$ cat src/rtl/sys_ctrl_pkg.sv
// Shared definitions for the system controller: reset-request FSM encoding
// and bit positions within the sticky reset-cause record.
package sys_ctrl_pkg;

  typedef enum logic [2:0] {
    ST_IDLE     = 3'd0,
    ST_ASSERT   = 3'd1,
    ST_WAIT_ACK = 3'd2,
    ST_WAIT_REL = 3'd3,
    ST_HOLDOFF  = 3'd4
  } rst_state_t;

  localparam int RI_SYSREQ = 0;
  localparam int RI_LOCKUP = 1;
  localparam int RI_WDOG   = 2;
  localparam int RI_EXT    = 3;

endpackage

$ cat src/rtl/sync_2ff.sv
// Two-flop synchronizer with asynchronous active-high reset and a
// selectable reset value.
module sync_2ff #(
  parameter logic RESET_VAL = 1'b0
) (
  input  logic clk,
  input  logic rst,
  input  logic d,
  output logic q
);

  logic meta;

  always_ff @(posedge clk or posedge rst) begin
    if (rst) begin
      meta <= RESET_VAL;
      q    <= RESET_VAL;
    end else begin
      meta <= d;
      q    <= meta;
    end
  end

endmodule

$ cat src/rtl/sys_reset_req_gen.sv
// Merges CPU, lockup, watchdog and external reset sources into one stretched
// RSTREQ pulse, tracks the controller's HRESETn response and keeps a sticky cause record.
module sys_reset_req_gen
  import sys_ctrl_pkg::*;
#(
  parameter int MIN_PULSE   = 4,
  parameter int ACK_TIMEOUT = 64,
  parameter int HOLDOFF     = 8,
  parameter int CNT_W       = 8
) (
  input  logic       FCLK,
  input  logic       PORESET,
  input  logic       SYSRESETREQ,
  input  logic       LOCKUP,
  input  logic       LOCKUP_RST_EN,
  input  logic       WDOG_RST,
  input  logic       EXT_RST_REQ,
  input  logic       HRESETn_MON,
  input  logic       RST_INFO_CLR,
  output logic       RSTREQ,
  output logic [3:0] RST_INFO,
  output logic       RST_BUSY,
  output logic       RST_TIMEOUT,
  output logic [2:0] dbg_state
);

  localparam logic [CNT_W-1:0] LD_PULSE = CNT_W'(MIN_PULSE - 1);
  localparam logic [CNT_W-1:0] LD_ACK   = CNT_W'(ACK_TIMEOUT - 1);
  localparam logic [CNT_W-1:0] LD_HOLD  = CNT_W'(HOLDOFF - 1);

  rst_state_t       state, state_n;
  logic [CNT_W-1:0] cnt, cnt_n;
  logic [3:0]       src, info_n;
  logic             any_src, hrst_s, rec, set_to, to_n, req_n;

  // Sync flops reset to 0 so the system is treated as in reset until proven otherwise.
  sync_2ff #(.RESET_VAL(1'b0)) u_hrst_sync (
    .clk (FCLK),
    .rst (PORESET),
    .d   (HRESETn_MON),
    .q   (hrst_s)
  );

  always_comb begin
    src            = '0;
    src[RI_SYSREQ] = SYSRESETREQ;
    src[RI_LOCKUP] = LOCKUP & LOCKUP_RST_EN;
    src[RI_WDOG]   = WDOG_RST;
    src[RI_EXT]    = EXT_RST_REQ;
    any_src        = |src;
  end

  always_comb begin
    state_n = state;
    cnt_n   = cnt;
    rec     = 1'b0;
    set_to  = 1'b0;
    case (state)
      ST_IDLE: begin
        if (any_src && hrst_s) begin
          state_n = ST_ASSERT;
          cnt_n   = LD_PULSE;
          rec     = 1'b1;
        end
      end
      ST_ASSERT: begin
        rec = 1'b1;
        if (cnt == '0) begin
          if (!hrst_s) begin
            state_n = ST_WAIT_REL;
          end else begin
            state_n = ST_WAIT_ACK;
            cnt_n   = LD_ACK;
          end
        end else begin
          cnt_n = cnt - CNT_W'(1);
        end
      end
      ST_WAIT_ACK: begin
        if (!hrst_s) begin
          state_n = ST_WAIT_REL;
        end else if (cnt == '0) begin
          // Abandoned request: not retried, just flagged.
          set_to  = 1'b1;
          state_n = ST_HOLDOFF;
          cnt_n   = LD_HOLD;
        end else begin
          cnt_n = cnt - CNT_W'(1);
        end
      end
      ST_WAIT_REL: begin
        if (hrst_s) begin
          state_n = ST_HOLDOFF;
          cnt_n   = LD_HOLD;
        end
      end
      ST_HOLDOFF: begin
        if (cnt == '0) state_n = ST_IDLE;
        else           cnt_n   = cnt - CNT_W'(1);
      end
      default: begin
        state_n = ST_IDLE;
        cnt_n   = '0;
      end
    endcase

    // A cause recorded in the clear cycle survives; a timeout set in the clear cycle wins.
    info_n = (RST_INFO_CLR ? 4'b0000 : RST_INFO) | (rec ? src : 4'b0000);
    to_n   = set_to | (RST_TIMEOUT & ~RST_INFO_CLR);
    req_n  = (state_n == ST_ASSERT) || (state_n == ST_WAIT_ACK);
  end

  always_ff @(posedge FCLK or posedge PORESET) begin
    if (PORESET) begin
      state       <= ST_IDLE;
      cnt         <= '0;
      RSTREQ      <= 1'b0;
      RST_INFO    <= 4'b0000;
      RST_BUSY    <= 1'b0;
      RST_TIMEOUT <= 1'b0;
    end else begin
      state       <= state_n;
      cnt         <= cnt_n;
      RSTREQ      <= req_n;
      RST_INFO    <= info_n;
      RST_BUSY    <= (state_n != ST_IDLE);
      RST_TIMEOUT <= to_n;
    end
  end

  assign dbg_state = state;

endmodule

$ cat config.mk
export PLATFORM = sky130hd
export DESIGN_NAME = sys_reset_req_gen
export DESIGN_NICKNAME = d
export VERILOG_FILES = /design/src/rtl/sys_ctrl_pkg.sv /design/src/rtl/sync_2ff.sv /design/src/rtl/sys_reset_req_gen.sv
export SDC_FILE = /design/constraint.sdc
export NUM_CORES = 1
export LEC_CHECK = 0
export BUFFER_PORTS_ARGS = -buffer_cell sky130_fd_sc_hd__buf_2
export CAP_MARGIN = 0
export CORE_ASPECT_RATIO = 2
export CORE_MARGIN = 10
export CORE_UTILIZATION = 44
export CTS_BUF_LIST = sky130_fd_sc_hd__clkbuf_16
export DETAILED_ROUTE_END_ITERATION = 10
export GPL_TIMING_DRIVEN = 1
export SLEW_MARGIN = 20
export SYNTH_ARGS = -nofsm -noshare
export SYNTH_HDL_FRONTEND = slang
export SYNTH_HIERARCHICAL = 1
export SYNTH_SLANG_ARGS = --single-unit
$ cat constraint.sdc
create_clock -name FCLK -period 2.92 [get_ports FCLK]
set_input_delay 0.146 -clock FCLK [delete_from_list [all_inputs] [get_ports FCLK]]
set_output_delay 0.146 -clock FCLK [all_outputs]
set_load 0.02 [all_outputs]
; ---- Yosys cells after proc, flatten, opt, wreduce, memory -nomap -nowiden
; Index checks and enable logic that the tools add are counted.
[op_classes]
add_sub_neg = 1
eq_ne = 11
muxes = 23
bitwise = 5
reduce_logical = 7
[ops]
columns = op, count
row1 = 2-to-1 mux 8 bit, 7
row2 = case mux 8 bit (5 select lines), 1
row3 = 2-to-1 mux 3 bit, 6
row4 = case mux 3 bit (5 select lines), 1
row5 = == test 3 x 2 -> 1 bit (second input constant), 3
row6 = zero test 8 bit, 1
row7 = 2-to-1 mux 4 bit, 2
row8 = subtractor 8 x 1 -> 8 bit (second input constant), 1
row9 = == test 3 x 1 -> 1 bit (second input constant), 2
row10 = 2-to-1 mux 1 bit, 5
row11 = AND reduction 5 bit, 1
row12 = inequality test 2 x 1 -> 1 bit (second input constant), 2
row13 = inequality test 2 bit (second input constant), 2
row14 = OR 4 bit, 1
row15 = OR reduction 4 bit, 1
row16 = == test 3 bit (second input constant), 1
row17 = zero test 3 bit, 1
row18 = inequality test 3 x 2 -> 1 bit (second input constant), 1
row19 = nonzero test 3 bit, 1
row20 = AND 1 bit, 2
row21 = case mux 1 bit (2 select lines), 1
row22 = logical AND 1 bit, 1
row23 = logical OR 1 bit, 1
row24 = NOT 1 bit, 1
row25 = OR 1 bit, 1
[word_totals]
regBits = 20
in_bits = 9
output_inout_bits = 10
word_cells = 55

; ---- Depth between registers and ports, before layout
[logic_depth]
ltp_word = 7
depth_mapped = 9
ltp_nobuf = 7

; ---- By module
; Netlist, hierarchy kept.
[by_module_without_submodules]
columns = mod, n_inst, cells_each, area_each_um2, seq_area_each_um2
row1 = sys_reset_req_gen, 1, 131, 1118.6, 450.4
row2 = sync_2ff, 1, 3, 53.8, 50.0

; ---- Worst setup path before layout
; OpenSTA, ideal clock, no wires.
[synth_path]
path_type = register -> register
startpoint = reg cnt[0]
endpoint = reg cnt[7]
setup_ns = 0.122
arrival_ns = 2.220
required_ns = 2.798
setup_slack_ns = 0.579
path_stages_with_launch = 10
n_path_buf = 2
period_less_slack_ns = 2.341
path_cell_list = dfrtp_1 > inv_1 > ha_1 > or3b_2 > clkbuf_1 > or2_4 > a22o_1 > buf_6 > or2_4 > a32o_1
[synth_via]
elab_chain_len = 4
elab_cells_between_ends = 10
cone_classes = add/sub (1) / eq/ne (2) / mux (5) / reduce/logical (2)
[synth_lines]
columns = element, line
row1 = from (decl), sys_reset_req_gen.sv:32  ; logic [CNT_W-1:0] cnt, cnt_n;
row2 = from (signal assigned), sys_reset_req_gen.sv:123  ; cnt <= cnt_n;
row3 = subtractor 8 x 1 -> 8 bit or zero test 8 bit (tied branches), --
row4 = 2-to-1 mux 8 bit, sys_reset_req_gen.sv:82  ; end else if (cnt == '0) begin
row5 = 2-to-1 mux 8 bit, sys_reset_req_gen.sv:80  ; if (!hrst_s) begin
row6 = case mux 8 bit (5 select lines), sys_reset_req_gen.sv:58  ; case (state)
; Parallel ways exist; a longest one is shown, timed or not. The select of a mux whose other input is x is not followed.
; A chain may end at the register's enable or synchronous reset.

; ---- Worst setup path in the final report
; Ends and elaborated chain as after synthesis.

==> flow_results.xml <==
<?xml version="1.0" encoding="UTF-8"?>
<metrics>
  <group name="critical_path">
    <metric name="critPathLaunchType" unit="">flop</metric>
    <metric name="endpoint_kind" unit="">flop</metric>
    <metric name="crit_fanout" unit="">10</metric>
    <metric name="worst-endpoint-arrival" unit="ps">2570</metric>
    <metric name="worst_ep_required_time" unit="ps">3060</metric>
    <metric name="setup_cp_type" unit="">flop to flop</metric>
  </group>
  <group name="sta">
    <metric name="clock.fmax" unit="GHz">0.410</metric>
    <metric name="setup_tns" unit="ps">0</metric>
    <metric name="tightestPinTransition" unit="ps">687</metric>
    <metric name="slew_viol_final" unit="">0</metric>
    <metric name="timing.final.hold_violations" unit="">0</metric>
    <metric name="fin_worst_skew" unit="ps">3.17</metric>
    <metric name="post-route-min-period" unit="ps">2440</metric>
    <metric name="setup_violations" unit="">0</metric>
    <metric name="finalWorstSetupSlack" unit="ps">481</metric>
    <metric name="finalCritPeriodShare" unit="%">83.5</metric>
    <metric name="slew-limit-headroom" unit="%">54.2</metric>
    <metric name="finalHoldWorstSlack" unit="ps">132</metric>
    <metric name="rsz0062_at_grt" unit="">no</metric>
  </group>
  <group name="finish">
    <metric name="insertedDiodeCount" unit="">0</metric>
    <metric name="finalNonFillerCells" unit="">177</metric>
    <metric name="area_growth_syn_to_layout" unit="%">15.7</metric>
    <metric name="layout.cells.most_common" unit="">dfrtp_1</metric>
    <metric name="layout-drive-gt1-share" unit="%">17.4</metric>
    <metric name="most-common-layout-cells" unit="">dfrtp_1 (20), buf_2 (18), nor2_1 (16), nand2_1 (13), inv_1 (7)</metric>
    <metric name="fin_nets" unit="">162</metric>
  </group>
  <group name="pwr">
    <metric name="power_density" unit="nW/um^2">1130</metric>
    <metric name="fin_total_pwr" unit="mW">1.53</metric>
    <metric name="power_switching" unit="mW">0.667</metric>
    <metric name="internal-power" unit="mW">0.865</metric>
    <metric name="sw_frac_of_total" unit="%">43.5</metric>
    <metric name="pwr-share-clk" unit="%">18.1</metric>
    <metric name="seq_power_share" unit="%">31.9</metric>
    <metric name="max-vdd-ir-drop" unit="mV">0.490</metric>
    <metric name="cellLeakagePower" unit="nW">0.620</metric>
    <metric name="combPwrFrac" unit="%">50.0</metric>
  </group>
  <group name="global_route">
    <metric name="grt.overflow.total" unit="">0</metric>
    <metric name="wire_length_of_the_first_global_routing_pass" unit="um">5380</metric>
    <metric name="antenna_found_initial" unit="">0</metric>
    <metric name="gr-usage-all-layers" unit="%">12.3</metric>
    <metric name="grt_pass1_vias" unit="">1223</metric>
    <metric name="pin_count_of_the_biggest_net_entering_global_routing" unit="">21</metric>
  </group>
  <group name="floorplan">
    <metric name="floorplan.die.width" unit="um">56.5</metric>
    <metric name="die_height" unit="um">93</metric>
    <metric name="dieArea" unit="um^2">5250</metric>
    <metric name="floorplan.initialDensity" unit="%">45.6</metric>
    <metric name="num_io_pins" unit="">19</metric>
    <metric name="placeableCoreArea" unit="um^2">2570</metric>
    <metric name="floorplan.rows" unit="">26</metric>
  </group>
  <group name="synthesis">
    <metric name="ys_async_sr_fraction" unit="%">100</metric>
    <metric name="synth_simple_gate_area_share" unit="%">21.2</metric>
    <metric name="synth.ff_latch_count" unit="">20</metric>
    <metric name="ys.flop_type" unit="">dfrtp_1</metric>
    <metric name="synth_sequential_area_ratio" unit="%">42.7</metric>
    <metric name="post-synth-top-area-cell" unit="">dfrtp_1</metric>
    <metric name="synth_top_cell_area_share" unit="%">42.7</metric>
    <metric name="synth_nets" unit="">145</metric>
    <metric name="ys.warnings.count" unit="">6</metric>
    <metric name="synth_top_family_by_area" unit="">compound AO/OA/AOI/OAI gates</metric>
    <metric name="postSynthAreaPerCell" unit="um^2">8.75</metric>
    <metric name="synth_compound_gate_area_share" unit="%">28.0</metric>
    <metric name="synthesis.instances" unit="">134</metric>
    <metric name="synthAdderAreaFrac" unit="%">2.13</metric>
    <metric name="number_of_flops_mapped_to_enable_cells_by_yosys" unit="">0</metric>
    <metric name="synth_xor_area_share" unit="%">0</metric>
    <metric name="synth_cell_type_count" unit="">34</metric>
    <metric name="synthTopCellsByArea" unit="">dfrtp_1 (43%), nor2_1 (5.1%), a22o_1 (4.5%), o2bb2ai_1 (4.5%), nand2_1 (4.2%)</metric>
    <metric name="syn-cell-area" unit="um^2">1170</metric>
    <metric name="synth.mux.area_fraction" unit="%">0</metric>
  </group>
  <group name="cts">
    <metric name="clk_latency" unit="ps">250</metric>
    <metric name="cts_max_path_buffers" unit="">2</metric>
    <metric name="cts.clk_slew.worst_paths" unit="ps">50</metric>
    <metric name="cts_tree" unit="">built</metric>
    <metric name="cts-root-buf" unit="">clkbuf_16</metric>
    <metric name="tritoncts.num_buffers" unit="">3</metric>
    <metric name="cts-htree-levels" unit="">1</metric>
    <metric name="cts_num_sinks" unit="">20</metric>
  </group>
  <group name="run">
    <metric name="max-cap-violations" unit="">0</metric>
  </group>
  <group name="outcome">
    <metric name="run_status" unit="">completed</metric>
  </group>
  <group name="placement">
    <metric name="post-dp-hpwl" unit="um">2430</metric>
    <metric name="place.detailed.instances" unit="">172</metric>
    <metric name="port_buffers" unit="">18</metric>
    <metric name="gpl.final_weighted_congestion" unit="">0.840</metric>
    <metric name="placement.setup.worst_slack" unit="ps">498</metric>
  </group>
  <group name="drt">
    <metric name="drc_errors" unit="">0</metric>
    <metric name="antenna_left" unit="">0</metric>
    <metric name="detail_route.iter0.violations" unit="">23</metric>
    <metric name="final_wl" unit="um">3090</metric>
    <metric name="num_vias" unit="">1104</metric>
    <metric name="post_drt_via_cell_ratio" unit="">6.24</metric>
    <metric name="first_pass_iters" unit="">4</metric>
    <metric name="detail_routed_net_length_per_standard_cell" unit="um">17.4</metric>
  </group>
  <group name="hold_path">
    <metric name="hold_path_class" unit="">input pin to flop</metric>
  </group>
</metrics>
## logic make-up after synthesis
kind of cell               count (synthesis)
DFF                                       20
AOI/OAI and AO/OA                         45
adders and majority gates                  2
buffers and inverters                     16
and+or+nand+nor                           51
## path summary, 6_finish.rpt
| check | startpoint | end | slack, ps | cells past startpoint |
|---|---|---|---|---|
| max | cnt[0] | cnt[7] | 480 | 7 |
| min | WDOG_RST | RST_INFO[2] | 130 | 2 |
| max reg2reg | cnt[0] | cnt[7] | 480 | 7 |
| min reg2reg | u_hrst_sync/meta | u_hrst_sync/q | 350 | 0 |
| max in group asynchronous | PORESET | cnt[6] | 1910 | 3 |
| min in group asynchronous | PORESET | u_hrst_sync/q | 310 | 3 |
## layer usage
metal  routed length, um  GRT usage, %  vias up
met5                   0             0        -
met4                 189          8.47        0
met3                  89          2.30       16
met2                1670          23.1       31
met1                1130          11.2      539
li1                    -             -      518
## stage by stage
stage | util (%) | instance area [um^2]
3_5_place_dp | 49.1 | 1260
4_1_cts | 52.8 | 1360
6_report | 52.8 | 1360
2_1_floorplan | - | 1170
3_3_place_gp | 49.1 | 1260
5_1_grt | 52.8 | 1360
## critical path, cell delays in order, from the launching register on
cell and delay (ps):
dfrtp_1 410, inv_1 90, ha_1 140, or3b_2 510, or2_4 270, a22o_1 360, or2_4 320, a32o_1 230
## power by group through the flow
stage	combinational, mW	clock, mW	sequential, mW
2_1_floorplan	0.586	0	0.481
4_1_cts	0.774	0.281	0.487
3_3_place_gp	0.760	0	0.484
6_report	0.765	0.278	0.489
5_1_grt	0.866	0.291	0.506
3_5_place_dp	0.768	0	0.490
## repair_timing
action / 4_1_cts / 5_1_grt
hold buffers: 2 / 0
setup buffers: 0 / 0
endpoints found under the hold margin: 3 / 0
gates resized for setup: 0 / 0
## state kept, by name, summed over array words and instances (netlist names)
| name | flops |
|---|---|
| RST_BUSY | 1 |
| u_hrst_sync/q | 1 |
| dbg_state | 3 |
| RSTREQ | 1 |
| RST_INFO | 4 |
| u_hrst_sync/meta | 1 |
| cnt | 8 |
| RST_TIMEOUT | 1 |
## cell type report
class | instances | area, um^2
inverters | 7 | 26.3
flip-flops and latches | 20 | 500
well taps | 28 | 35.0
clock buffers | 3 | 75.1
multi-input cells | 98 | 602
repair buffers | 21 | 118
fillers | 236 | 1210
## Yosys cell counts (4+ instances only)
cell	instances
inv_1	7
nand2_1	13
clkbuf_1	6
o2bb2ai_1	6
a22o_1	6
a21oi_1	6
dfrtp_1	20
nor2_1	16
a31oi_1	4
nor3_1	4
o21ai_0	6
Note: power is estimated with default switching activity, not from simulation.
